===== src/rtl/isa_pkg.sv =====
// Shared ISA definitions: opcode constants, operand classifier, fetch states.
// Imported by fetch, control and execute.
package isa_pkg;

  localparam int WORD_W = 16;

  localparam logic [WORD_W-1:0] OP_LDAC  = 16'd7;
  localparam logic [WORD_W-1:0] OP_STAC  = 16'd11;
  localparam logic [WORD_W-1:0] OP_MVAC  = 16'd15;
  localparam logic [WORD_W-1:0] OP_MVR   = 16'd16;
  localparam logic [WORD_W-1:0] OP_ADD   = 16'd17;
  localparam logic [WORD_W-1:0] OP_ADDM  = 16'd19;
  localparam logic [WORD_W-1:0] OP_INAC  = 16'd23;
  localparam logic [WORD_W-1:0] OP_SUB   = 16'd24;
  localparam logic [WORD_W-1:0] OP_MUL   = 16'd26;
  localparam logic [WORD_W-1:0] OP_MULM  = 16'd28;
  localparam logic [WORD_W-1:0] OP_CLAC  = 16'd32;
  localparam logic [WORD_W-1:0] OP_JUMP  = 16'd33;
  localparam logic [WORD_W-1:0] OP_JPNZ  = 16'd35;
  localparam logic [WORD_W-1:0] OP_ENDOP = 16'd40;
  localparam logic [WORD_W-1:0] OP_NOP   = 16'd41;

  typedef enum logic [2:0] {
    S_REQ,
    S_OPC,
    S_OPND,
    S_VALID,
    S_HALT
  } fetch_state_t;

  function automatic logic has_operand(input logic [WORD_W-1:0] op);
    return op inside {OP_LDAC, OP_STAC, OP_ADDM,
                      OP_MULM, OP_JUMP, OP_JPNZ};
  endfunction

endpackage


===== src/rtl/instr_fetch.sv =====
// Fetch stage: owns the PC, hides the one-cycle IRAM read latency and
// assembles opcode/operand pairs for a valid/ready consumer.
module instr_fetch
  import isa_pkg::*;
#(
  parameter int          ADDR_W   = 16,
  parameter int          DATA_W   = 16,
  parameter logic [ADDR_W-1:0] RESET_PC = '0
) (
  input  logic              clk,
  input  logic              rst_n,
  output logic [ADDR_W-1:0] iram_addr,
  input  logic [DATA_W-1:0] iram_data,
  output logic              instr_valid,
  input  logic              instr_ready,
  output logic [DATA_W-1:0] instr_opcode,
  output logic [DATA_W-1:0] instr_operand,
  output logic [ADDR_W-1:0] instr_pc,
  input  logic              redirect_valid,
  input  logic [ADDR_W-1:0] redirect_pc,
  output logic              halted
);

  fetch_state_t      state;
  logic [ADDR_W-1:0] pc;
  logic              is_end;

  assign iram_addr = pc;
  assign is_end    = (instr_opcode == DATA_W'(OP_ENDOP));

  always_ff @(posedge clk or negedge rst_n) begin
    if (!rst_n) begin
      state         <= S_REQ;
      pc            <= RESET_PC;
      instr_pc      <= RESET_PC;
      instr_valid   <= 1'b0;
      instr_opcode  <= '0;
      instr_operand <= '0;
      halted        <= 1'b0;
    end else if (redirect_valid && state != S_HALT) begin
      // Redirect wins over a same-cycle handshake and drops partial work.
      pc          <= redirect_pc;
      state       <= S_REQ;
      instr_valid <= 1'b0;
    end else begin
      unique case (state)
        S_REQ: begin
          instr_pc <= pc;
          pc       <= pc + ADDR_W'(1);
          state    <= S_OPC;
        end
        S_OPC: begin
          instr_opcode <= iram_data;
          if (has_operand(iram_data)) begin
            pc    <= pc + ADDR_W'(1);
            state <= S_OPND;
          end else begin
            instr_operand <= '0;
            instr_valid   <= 1'b1;
            state         <= S_VALID;
          end
        end
        S_OPND: begin
          instr_operand <= iram_data;
          instr_valid   <= 1'b1;
          state         <= S_VALID;
        end
        S_VALID: begin
          if (instr_ready) begin
            instr_valid <= 1'b0;
            halted      <= is_end;
            state       <= is_end ? S_HALT : S_REQ;
          end
        end
        S_HALT: begin
          state <= S_HALT;
        end
        default: begin
          state <= S_REQ;
        end
      endcase
    end
  end

endmodule


===== config.mk =====
export PLATFORM = sky130hd
export DESIGN_NAME = instr_fetch
export DESIGN_NICKNAME = d
export VERILOG_FILES = /design/src/rtl/isa_pkg.sv /design/src/rtl/instr_fetch.sv
export SDC_FILE = /design/constraint.sdc
export NUM_CORES = 1
export LEC_CHECK = 0
export CAP_MARGIN = 20
export CORE_ASPECT_RATIO = 0.6
export CORE_MARGIN = 3
export CORE_UTILIZATION = 30
export DETAILED_ROUTE_END_ITERATION = 8
export GPL_TIMING_DRIVEN = 0
export PLACE_DENSITY = 0.65
export SETUP_SLACK_MARGIN = 0.4
export SLEW_MARGIN = 20
export SYNTH_ARGS = -nofsm -noshare
export SYNTH_HDL_FRONTEND = slang
export SYNTH_SLANG_ARGS = --single-unit

===== constraint.sdc =====
create_clock -name clk -period 2.4 [get_ports clk]
set_input_delay 0.48 -clock clk [delete_from_list [all_inputs] [get_ports clk]]
set_output_delay 0.48 -clock clk [all_outputs]
set_load 0.1 [all_outputs]

Word level (Yosys, flattened, before mapping)
Cells that the tools add are included.
Widths: inputs -> output; s select.
- bits in registers: 69
- output and inout port bits: 66
- word-level logic and storage cells: 51
- add/sub/neg operators: 1
- equal/unequal tests: 16
- muxes and demuxes: 14
- bitwise gates (word level): 1
- reduce and logical (&&, ||, !) cells: 12
- operator list (cell ; number):
    $pmux 16 s2 ; 2
    $eq 16x6->1 const B ; 3
    $mux 16 ; 3
    $eq 16x5->1 const B ; 2
    $add 16x1->16 const B ; 1
    $eq 16x3->1 const B ; 1
    $eq 16x4->1 const B ; 1
    $pmux 3 s5 ; 1
    $ne 3x3->1 const B ; 4
    $mux 3 ; 3
    $reduce_and 3->1 ; 3
    $eq 3x2->1 const B ; 2
    $reduce_and 2->1 ; 3
    $reduce_bool 6->1 ; 1
    $mux 1 ; 4
    $reduce_bool 4->1 ; 1
    $eq 3x1->1 const B ; 1
    $eq 3x3->1 const B ; 1
    $logic_not 3->1 ; 1
    $pmux 1 s3 ; 1
    $reduce_bool 3->1 ; 1
    $ne 2x2->1 const B ; 1
    $reduce_bool 2->1 ; 1
    $logic_and 1x1->1 ; 1
    $not 1->1 ; 1

Logic depth before layout (Yosys ltp)
Gate-level depths: netlist of the first run.
- depth in word-level cells: 5
- gate-level depth with buffers: 7

Worst setup path after synthesis of the first run
Ideal clock, no wire load.
- path kind: register to register
- start point: register pc[1] (netlist: iram_addr[1])
- end point: register pc[12] (netlist: iram_addr[12])
- setup time: 0.123 ns
- arrival: 2.349 ns
- required time: 2.277 ns
- path slack: -0.073 ns
- stages on the path, launching flop included: 7
- period minus slack after synthesis: 2.473 ns
- cells stage by stage: dfrtp_1 > ha_1 > and4_1 > clkbuf_1 > nand4_1 > a221o_1 > a22o_1
- cells in the longest elaborated chain, start to end: 4
- ends and longest elaborated chain (what ; RTL line ; source):
    start: declaration ; instr_fetch.sv:25 ; logic [ADDR_W-1:0] pc;
    start signal: assignment ; instr_fetch.sv:42 ; pc <= redirect_pc;
    start signal: assignment ; instr_fetch.sv:49 ; pc <= pc + ADDR_W'(1);
    start signal: assignment ; instr_fetch.sv:55 ; pc <= pc + ADDR_W'(1);
    $add 16x1->16 * ; instr_fetch.sv:49, instr_fetch.sv:55 ;
    $mux 16 ; instr_fetch.sv:54 ; if (has_operand(iram_data)) begin
    $pmux 16 s2 * ; instr_fetch.sv:46 ; unique case (state)
    $mux 16 * ; instr_fetch.sv:40 ; end else if (redirect_valid && state != S_HALT) begin
Mark *: on every way between the ends. The rest lies on a longest branch, timed or not. The select of a mux whose other input is x is not followed.
A chain may end at the register's enable or synchronous reset.

Final worst setup path of the first run
- start point: input port iram_data[10]
- end point: register pc[5] (netlist: iram_addr[5])
- cells in the longest elaborated chain, start to end: 4
- ends and longest elaborated chain (what ; RTL line ; source):
    start: declaration ; instr_fetch.sv:13 ; input logic [DATA_W-1:0] iram_data,
    $eq 16x3->1, or another cell as far along ; isa_pkg.sv:32 ; return op inside {OP_LDAC, OP_STAC, OP_ADDM,
    $reduce_bool 6->1 * ; isa_pkg.sv:32 ;
    $ne 3x3->1 (no source line) * ; -- ;
    $reduce_and 2->1 (no source line) * ; -- ;
Mark *: on every way between the ends. The rest lies on a longest branch, timed or not.

==> flow_metrics.py, run 1 <==
metrics = {
    "outcome": {
        "outcome": "finished clean",
    },
    "power": {
        "p_switching_uw": 663.4,
        "p_comb_frac": 0.074,
        "leakage_uw": 0.002294,
        "vdd_drop_max_v": 0.0003088,
        "seq_power_share": 0.407,
        "p_per_area_nw_per_um2": 545.1,
        "switching_share": 0.2265,
        "intPower_uw": 2266,
        "power_frac_clock": 0.519,
        "finalPower_uw": 2929,
    },
    "grt": {
        "grtUsageTotal": 0.1780,
        "grt_pass1_wl_um": 18760,
        "grt_overflow": 0,
        "grt_pass1_vias": 3274,
        "grt_max_degree": 39,
        "antenna_found_initial": 0,
    },
    "floorplanning": {
        "start_util": 0.3121,
        "rows": 30,
        "core-area_um2": 11450,
        "die_h_um": 90.54,
        "io_pins": 102,
        "dieWidth_um": 146.9,
        "die_area_um2": 13300,
    },
    "yosys": {
        "synth_ff_type": "dfrtp_1",
        "synth_area_leaders": "dfrtp_1 48%, mux2_2 11%, a22oi_1 3.8%, nand2_1 3.6%, o21ai_0 3.4%",
        "seq_area_frac_synth": 0.4832,
        "synth_edf_count": 0,
        "yosysUniqueCellTypes": 57,
        "synth-async-reset-ratio": 1.000,
        "syn_area_per_cell_um2": 10.76,
        "synth_nets": 369,
        "syn_area_um2": 3573,
        "ys_warn_count": 0,
        "synth_top_area_frac": 0.4832,
        "yosys.area.top_type": "dfrtp_1",
        "ys_ff_latch": 69,
        "synthCells": 332,
    },
    "run": {
        "maxCapViolCount": 0,
    },
    "clock_tree": {
        "clk_pin_slew_ns": 0.06,
        "clk_latency_ns": 0.33,
        "root_buffer": "clkbuf_16",
        "cts_made_buffers": 9,
        "cts_max_path_buffers": 2,
        "clock_sinks": 69,
        "h-tree-depth": 3,
        "cts_tree": "yes",
    },
    "critical_path": {
        "endpoint_kind": "flop",
        "critPathLaunchType": "input pin",
        "path_class": "input pin to flop",
        "cp.required_ns": 2.66,
        "cp.arrival_ns": 2.25,
        "cp_max_fo": 10,
    },
    "timing": {
        "fin_skew_ns": 0.009701,
        "tightest_slew_ns": 0.5794,
        "slew_headroom": 0.6155,
        "slew_violations": 0,
        "setup_violations": 0,
        "rsz0062_at_grt": "yes",
        "period_needed_ns": 1.990,
        "fin_crit_sh": 0.8293,
        "hold_ws_ns": 0.07821,
        "hold_viol": 0,
        "fmax_mhz": 502.5,
    },
    "cells_and_area": {
        "final_nets": 487,
        "layout-drive-gt1-share": 0.4220,
        "final_common_cell": "clkdlybuf4s15_2",
        "final_cell_mix": "60 x clkdlybuf4s15_2, 57 x dfrtp_1, 34 x mux2_2, 33 x nand2_1, 23 x o21ai_0",
        "area_growth_pct": 50.39,
        "nFillCells": 1086,
        "antenna_cells": 0,
    },
    "detailed_routing": {
        "drtPass1Iterations": 5,
        "via_per_inst": 5.346,
        "remaining_drc_errors": 0,
        "num_vias": 3288,
        "routedWlPerCell_um": 19.06,
        "ant_nets": 0,
        "wl_um": 11720,
        "drtIter0Drc": 346,
    },
    "placed_design": {
        "dp_hpwl_um": 8527,
        "io_buffers": 101,
        "gp_congestion": 0.8945,
    },
    "hold_path": {
        "min_path_type": "input pin to asynchronous set/reset pin",
    },
}
## logic make-up after synthesis
family | count (synthesis) | share of synthesized area
adders and majority gates | 1 | 0.003501
muxes | 36 | 0.1127
and+or+nand+nor | 101 | 0.1485
buffers and inverters | 28 | 0.05182
AOI/OAI and AO/OA | 97 | 0.2003
DFF | 69 | 0.4832
## stage by stage
| stage | worst slack, ns | util | TNS, ns | instance area (um^2) | instances |
|---|---|---|---|---|---|
| floorplan | 0.3569 | - | 0 | 3596 | 332 |
| global placement | -1.998 | 0.4199 | -120.09 | 4807 | 593 |
| detailed placement | -0.3501 | 0.4214 | -13.05 | 4825 | 594 |
| CTS | 0.2604 | 0.4692 | 0 | 5371 | 615 |
| global route | 0.3629 | 0.4694 | 0 | 5374 | 615 |
| finish | 0.4098 | 0.4694 | 0 | 5374 | 615 |
## sequential cells by signal (all words and copies together), names as in the netlist
| register | cells |
|---|---|
| halted | 1 |
| state | 3 |
| instr_opcode | 16 |
| instr_pc | 16 |
| instr_operand | 16 |
| iram_addr | 16 |
| instr_valid | 1 |
## per-layer routing
metal / share of wire / GRT usage / vias up
met1: 0.49 / 0.2674 / 1664
met4: 0.012 / 0.05504 / 0
met3: 0.056 / 0.03962 / 11
met5: 0 / 0 / -
li1: - / - / 1505
met2: 0.44 / 0.2532 / 108
## synthesized netlist by cell type (2+ instances only)
| cell | instances |
|---|---|
| a21oi_1 | 9 |
| buf_2 | 5 |
| a22oi_1 | 18 |
| a221oi_2 | 2 |
| clkbuf_8 | 5 |
| o21ai_1 | 3 |
| inv_1 | 6 |
| a221oi_1 | 3 |
| nor2_1 | 13 |
| dfrtp_1 | 69 |
| a2bb2oi_1 | 5 |
| nor4_1 | 6 |
| o31ai_1 | 2 |
| a22o_1 | 2 |
| a31oi_1 | 3 |
| nand4_1 | 10 |
| o21ai_0 | 24 |
| nor3_1 | 5 |
| nand2_1 | 34 |
| and3_1 | 3 |
| buf_6 | 3 |
| a211oi_1 | 8 |
| nand2b_1 | 4 |
| nor2_2 | 2 |
| nand3b_1 | 2 |
| clkbuf_1 | 7 |
| o211ai_1 | 3 |
| mux2_2 | 34 |
| nand3_1 | 12 |
| mux2i_1 | 2 |
| a2bb2oi_2 | 2 |
## final cells by class
class / count / area, um^2 / share of cell area
multi-input cells: 235 / 1793 / 0.3336
flip-flops and latches: 69 / 1749 / 0.3255
repair buffers: 107 / 1077 / 0.2005
clock buffers: 10 / 229.0 / 0.04261
well taps: 160 / 200.2 / 0.03725
plain buffers: 22 / 190.2 / 0.03539
clock inverters: 6 / 112.6 / 0.02095
inverters: 6 / 22.52 / 0.004191
## critical path, cell delays in order
cell and delay, ns:
dlygate4sd2_1 0.30, nor4_2 0.30, nand3_2 0.16, a211o_4 0.35, buf_12 0.17, a211oi_1 0.27
o22a_1 0.22
## repair_timing
action,4_1_cts,5_1_grt
hold buffers,0,0
endpoints found under the setup margin,134,45
pin swaps,10,5
setup buffers,5,0
resized for setup,234,36
## power groups by stage
stage	Clock (uW)	Combinational, uW	Sequential [uW]
2_1_floorplan	0	30.7	1270
3_3_place_gp	0	215	1210
3_5_place_dp	0	220	1210
4_1_cts	1550	216	1190
5_1_grt	1590	230	1190
6_report	1520	217	1190
## path summary, 6_finish.rpt
path	startpoint	to	slack, ns	depth (start not counted)
hold / removal	rst_n	instr_pc[6]$_DFFE_PN0P_	0.08	1
min in group clk	halted$_DFFE_PN0P_	halted$_DFFE_PN0P_	0.50	2
setup reg to reg	iram_addr[1]$_DFFE_PN0P_	iram_addr[12]$_DFFE_PN0P_	0.52	6
hold reg to reg	halted$_DFFE_PN0P_	halted$_DFFE_PN0P_	0.50	2
max in group asynchronous	rst_n	iram_addr[8]$_DFFE_PN0P_	1.75	2
setup / recovery	iram_data[10]	iram_addr[5]$_DFFE_PN0P_	0.41	7
Note: power is estimated with default switching activity, not from simulation.
==> run 2: changes to the inputs <==
Settings changed: PLACE_DENSITY 0.65 to 0.67.
Clock period 2.4 ns to 1.7 ns, I/O delays scaled along.
==> run 2 against run 1 <==
  * The run now ends with setup timing left
  * Sequential share of layout area decreased by 7.6 points
  * Clock skew decreased by 0.0048 ns
  * Critical path depth decreased by 1
  * Setup slack got worse by 0.50 ns
  * Via count increased by 18%
  * Clock-buffer cell count increased by 5
  * Largest cell class is now buffers
  * Core utilization increased by 17 points
  * Power increased by 34%
  * Final area increased by 36%
==> flow_metrics.py, run 2 (synthesis gave the netlist of run 1 again) <==
metrics = {
    "outcome": {
        "outcome": "finished, violations left",
        "violations": "setup timing",
    },
    "detailed_routing": {
        "remaining_drc_errors": 0,
        "via_per_inst": 5.639,
        "ant_nets": 0,
        "routedWlPerCell_um": 21.61,
        "num_vias": 3874,
        "wl_um": 14850,
        "drtIter0Drc": 340,
        "drtPass1Iterations": 5,
    },
    "clock_tree": {
        "clk_pin_slew_ns": 0.05,
        "root_buffer": "clkbuf_16",
        "cts_made_buffers": 9,
        "clock_sinks": 69,
        "clk_latency_ns": 0.33,
        "h-tree-depth": 3,
        "cts_max_path_buffers": 2,
        "cts_tree": "yes",
    },
    "power": {
        "intPower_uw": 2973,
        "switching_share": 0.2426,
        "power_frac_clock": 0.456,
        "p_comb_frac": 0.116,
        "vdd_drop_max_v": 0.0004386,
        "seq_power_share": 0.429,
        "p_per_area_nw_per_um2": 535.1,
        "leakage_uw": 0.003031,
        "p_switching_uw": 952.3,
    },
    "floorplanning": {
        "die_area_um2": 13300,
        "die_h_um": 90.54,
        "io_pins": 102,
        "rows": 30,
        "start_util": 0.3121,
        "core-area_um2": 11450,
        "dieWidth_um": 146.9,
    },
    "cells_and_area": {
        "layout-drive-gt1-share": 0.6850,
        "final_common_cell": "buf_12",
        "final_nets": 559,
        "final_cell_mix": "63 x buf_12, 50 x buf_4, 34 x buf_6, 34 x mux2_4, 32 x dfrtp_1",
        "antenna_cells": 0,
        "final_util": 0.6407,
        "stdcell_count": 687,
        "area_growth_pct": 105.3,
    },
    "critical_path": {
        "path_class": "input pin to flop",
        "cp.required_ns": 1.91,
        "cp.arrival_ns": 2.01,
        "endpoint_kind": "flop",
        "rrSetupSlack_ns": -0.07,
        "critPathLaunchType": "input pin",
        "cp_max_fo": 5,
    },
    "grt": {
        "grt_pass1_wl_um": 22140,
        "antenna_found_initial": 0,
        "grt_pass1_vias": 3844,
        "grt_max_degree": 46,
        "grt_overflow": 0,
        "grtUsageTotal": 0.2103,
    },
    "placed_design": {
        "io_buffers": 101,
        "place_ws_ns": -0.8730,
        "dp_cells": 594,
        "dp_hpwl_um": 8571,
        "gp_congestion": 0.8427,
    },
    "run": {
        "maxCapViolCount": 0,
    },
    "timing": {
        "slew_violations": 0,
        "fin_crit_sh": 1.055,
        "slew_headroom": 0.7091,
        "fin_skew_ns": 0.004915,
        "period_needed_ns": 1.794,
        "fmax_mhz": 557.3,
        "hold_ws_ns": 0.2571,
        "tightest_slew_ns": 0.4317,
        "hold_viol": 0,
        "setup_slack_ns": -0.09432,
        "setup_tns_ns": -0.4599,
        "setup_violations": 11,
        "rsz0062_at_grt": "yes",
    },
    "hold_path": {
        "min_path_type": "input pin to flop",
    },
}
[run 2: changes by cell type in the layout (fill, tap and decap cells not counted), moves of 21 or more]
cell,change
buf_12,+61
buf_4,+44
buf_6,+31
clkdlybuf4s15_2,-59
dfrtp_1,-25
dfrtp_4,+21
mux2_2,-34
mux2_4,+34
[run 2: per-layer routing]
| layer | vias up | GRT usage | routed length (um) | share of wire |
|---|---|---|---|---|
| li1 | 1641 | - | - | - |
| met1 | 1935 | 0.3056 | 6605 | 0.44 |
| met2 | 259 | 0.3014 | 6514 | 0.44 |
| met3 | 39 | 0.05968 | 1417 | 0.095 |
| met4 | 0 | 0.06357 | 309 | 0.021 |
| met5 | - | 0.01154 | 0 | 0 |
[run 2: critical path, stage by stage]
cell	delay, ns
buf_8	0.10
nor4_4	0.35
nand3_2	0.16
a211o_4	0.41
a21oi_4	0.30
mux2_4	0.33
[run 2: final timing paths]
kind / from / to / cells after the start
worst min register to register: instr_pc[11]$_DFFE_PN0P_ / instr_pc[11]$_DFFE_PN0P_ / 1
min in group asynchronous: rst_n / instr_opcode[7]$_DFFE_PN0P_ / 2
worst min-delay path: iram_data[11] / instr_opcode[11]$_DFFE_PN0P_ / 2
max in group asynchronous: rst_n / iram_addr[1]$_DFFE_PN0P_ / 3
worst max-delay path: iram_data[14] / iram_addr[1]$_DFFE_PN0P_ / 6
worst max register to register: state[1]$_DFFE_PN0P_ / iram_addr[12]$_DFFE_PN0P_ / 6
[run 2: through the flow]
stage | area (um^2) | power, uW
after floorplan | 3999 | 1857
after global placement | 5210 | 2043
after detailed placement | 5235 | 2056
after CTS | 6810 | 3910
after global routing | 7335 | 4073
final | 7335 | 3925
[run 2: what timing repair did]
action	in CTS	in global routing
setup endpoints to repair	135	129
hold buffers	1	0
gates resized for setup	723	87
setup buffers	45	26
pin swaps	27	12
cloned	5	0
hold endpoints to repair	24	0
[run 2: power by group through the flow]
| stage | registers [uW] | clock network [uW] | logic (uW) |
|---|---|---|---|
| floorplan | 1800 | 0 | 58.2 |
| global placement | 1720 | 0 | 322 |
| detailed placement | 1720 | 0 | 334 |
| CTS | 1680 | 1830 | 394 |
| global route | 1680 | 1920 | 476 |
| finish | 1680 | 1790 | 455 |
[run 2: final cells by class]
class,count,area [um^2]
Buffer,22,307.8
Clock buffer,15,277.8
Clock inverter,1,5.005
Fill cell,811,4114
Inverter,6,30.03
Multi-Input combinational cell,235,2331
Sequential cell,69,1833
Tap cell,160,200.2
Timing Repair Buffer,179,2350
==> run 3: changes to the inputs <==
Settings changed: CTS_CLUSTER_DIAMETER from default to 150, DONT_BUFFER_PORTS from default to 1, PLACE_DENSITY 0.67 to 0.55, SETUP_SLACK_MARGIN 0.4 to default.
==> run 3 against run 2 <==
  * The run ends with hold timing, setup timing left
  * Largest cell class is now multi-input gates
  * Sequential share of layout area up 14 points
  * Clock skew up 0.0041 ns
  * Combinational power down 85%
  * Setup slack worse by 0.20 ns
  * Die area unchanged
  * Sequential power up 6%
  * First-iteration DRC count down 28%
  * Clock-buffer cell count down 4
  * Hold slack worse by 0.55 ns
  * Core utilization down 23 points
  * Register-to-register slack worse by 0.22 ns
  * Cell count down 23%
==> flow_metrics.py, run 3 (synthesis gave the netlist of run 1 again) <==
metrics = {
    "outcome": {
        "outcome": "finished, violations left",
        "violations": "hold timing, setup timing",
    },
    "clock_tree": {
        "cts_tree": "yes",
        "cts_made_buffers": 9,
        "clk_latency_ns": 0.33,
        "h-tree-depth": 3,
        "clk_pin_slew_ns": 0.06,
        "root_buffer": "clkbuf_16",
        "clock_sinks": 69,
        "cts_max_path_buffers": 2,
    },
    "critical_path": {
        "crit_top_cell": "and3_4",
        "path_class": "flop to flop",
        "cp-endpoint": "iram_addr[12]$_DFFE_PN0P_",
        "crit_slowest_cell": "dfrtp_4",
        "cp-startpoint": "iram_addr[6]$_DFFE_PN0P_",
        "cpPeakStageDelay_ns": 0.65,
        "rrSetupSlack_ns": -0.29,
        "cp_max_fo": 8,
        "critPathLaunchType": "flop",
        "worstPathCellList": "and3_4, and3_4, buf_6, nand4_1, a221o_1, a22o_1",
        "endpoint_kind": "flop",
        "r2r-start": "iram_addr[6]$_DFFE_PN0P_",
        "cp.required_ns": 1.92,
        "reg2reg_depth": 6,
        "r2r-end": "iram_addr[12]$_DFFE_PN0P_",
        "cp.arrival_ns": 2.21,
    },
    "grt": {
        "grt_pass1_vias": 2847,
        "grtUsageMet3": 0.08475,
        "antenna_found_initial": 0,
        "global_route.usage.met2": 0.2260,
        "grt_overflow": 0,
        "grtUsageTotal": 0.1705,
        "grt_busiest_layer": "met1",
        "grt_max_degree": 70,
        "grt_pass1_wl_um": 17570,
        "met1_usage": 0.2399,
    },
    "timing": {
        "hold_viol": 69,
        "period_needed_ns": 1.993,
        "setup_slack_ns": -0.2931,
        "rsz0062_at_grt": "yes",
        "slew_headroom": 0.3070,
        "tightest_slew_ns": 1.039,
        "fin_crit_sh": 1.172,
        "fmax_mhz": 501.7,
        "setup_violations": 15,
        "slew_violations": 0,
        "fin_skew_ns": 0.008993,
        "hold_ws_ns": -0.2938,
    },
    "detailed_routing": {
        "wl_um": 11530,
        "num_vias": 3022,
        "ant_nets": 0,
        "drtIter0Drc": 245,
        "drtPass1Iterations": 5,
        "via_per_inst": 5.702,
        "remaining_drc_errors": 0,
        "routedWlPerCell_um": 21.75,
    },
    "floorplanning": {
        "io_pins": 102,
        "die_h_um": 90.54,
        "start_util": 0.3121,
        "rows": 30,
        "die_area_um2": 13300,
        "core-area_um2": 11450,
        "dieWidth_um": 146.9,
    },
    "cells_and_area": {
        "nFillCells": 1075,
        "final_common_cell": "dfrtp_1",
        "final_util": 0.4069,
        "final_nets": 402,
        "layout-drive-gt1-share": 0.4838,
        "final_cell_mix": "36 x dfrtp_1, 34 x mux2_2, 30 x nand2_1, 22 x o21ai_0, 20 x dfrtp_4",
        "antenna_cells": 0,
        "area_growth_pct": 30.36,
        "fin_area_um2": 4658,
    },
    "placed_design": {
        "place_area_um2": 3931,
        "dp_hpwl_um": 7897,
        "io_buffers": 0,
        "gp_congestion": 0.8021,
    },
    "power": {
        "vdd_drop_max_v": 0.0004349,
        "p_per_area_nw_per_um2": 816.8,
        "leakage_uw": 0.001866,
    },
    "hold_path": {
        "min_path_type": "input pin to asynchronous set/reset pin",
    },
    "run": {
        "maxCapViolCount": 0,
    },
}
run 3: cell count changes in the layout (fill, tap and decap cells not counted), sizes merged:
cell / change
clkdlybuf4s50: -17
buf: -138
clkinv: +2
clkdlybuf4s15: -1
dlygate4sd2: -3
bufinv: +2
clkbuf: -2
nor2: +1
dlygate4sd3: -1
run 3: area by class of cell:
class	instances	area, um^2	area share
clock buffers	11	232.7	0.04996
plain buffers	19	193.9	0.04163
well taps	160	200.2	0.04298
repair buffers	24	190.2	0.04083
clock inverters	5	75.07	0.01612
inverters	6	22.52	0.004835
flip-flops and latches	69	1818	0.3903
multi-input cells	236	1926	0.4134
run 3: stage by stage:
| stage | power [uW] | std cells | setup TNS, ns | setup WS, ns | hold WS, ns |
|---|---|---|---|---|---|
| after floorplan | 1845 | 332 | -0.3364 | -0.2107 | 0.04441 |
| after global placement | 1859 | 492 | -13.73 | -0.4110 | 0.04669 |
| after detailed placement | 1860 | 492 | -14.55 | -0.4359 | 0.04712 |
| after CTS | 3851 | 523 | -2.059 | -0.2867 | -0.3125 |
| after global routing | 3954 | 530 | -2.755 | -0.3436 | -0.3170 |
| final | 3805 | 530 | -1.621 | -0.2931 | -0.2938 |
run 3: routing by layer:
metal	up-vias	wire length [um]
li1	1331	-
met1	1548	5307
met2	124	4821
met3	19	1167
met4	0	232
met5	-	0
run 3: what timing repair did:
item,CTS,global route
setup buffers,16,8
setup endpoints to repair,58,46
resized for setup,50,38
endpoints found under the hold margin,69,69
cloned,1,0
pin swaps,10,19
run 3: worst max-delay path, delay by kind of cell (launching register included):
family | cells | cell delay, ns
and+or+nand+nor | 3 | 0.61
DFF | 1 | 0.65
buffers and inverters | 1 | 0.11
AOI/OAI and AO/OA | 2 | 0.50
run 3: report_power, final:
part | internal (uW) | switching [uW]
Sequential | 1660 | 115
Clock | 1280 | 685
Combinational | 34.3 | 33.0
Total | 2970 | 833
run 3: worst min-delay path by stage:
| stage | slack (ns) | cells past startpoint | endpoint | from |
|---|---|---|---|---|
| after global routing | -0.32 | 0 | instr_operand[3]$_DFFE_PN0P_ | rst_n |
| after floorplan | 0.04 | 0 | halted$_DFFE_PN0P_ | rst_n |
| after global placement | 0.05 | 0 | instr_operand[14]$_DFFE_PN0P_ | rst_n |
| after CTS | -0.31 | 0 | instr_operand[3]$_DFFE_PN0P_ | rst_n |
| after detailed placement | 0.05 | 0 | instr_operand[14]$_DFFE_PN0P_ | rst_n |
| final | -0.29 | 0 | instr_operand[11]$_DFFE_PN0P_ | rst_n |
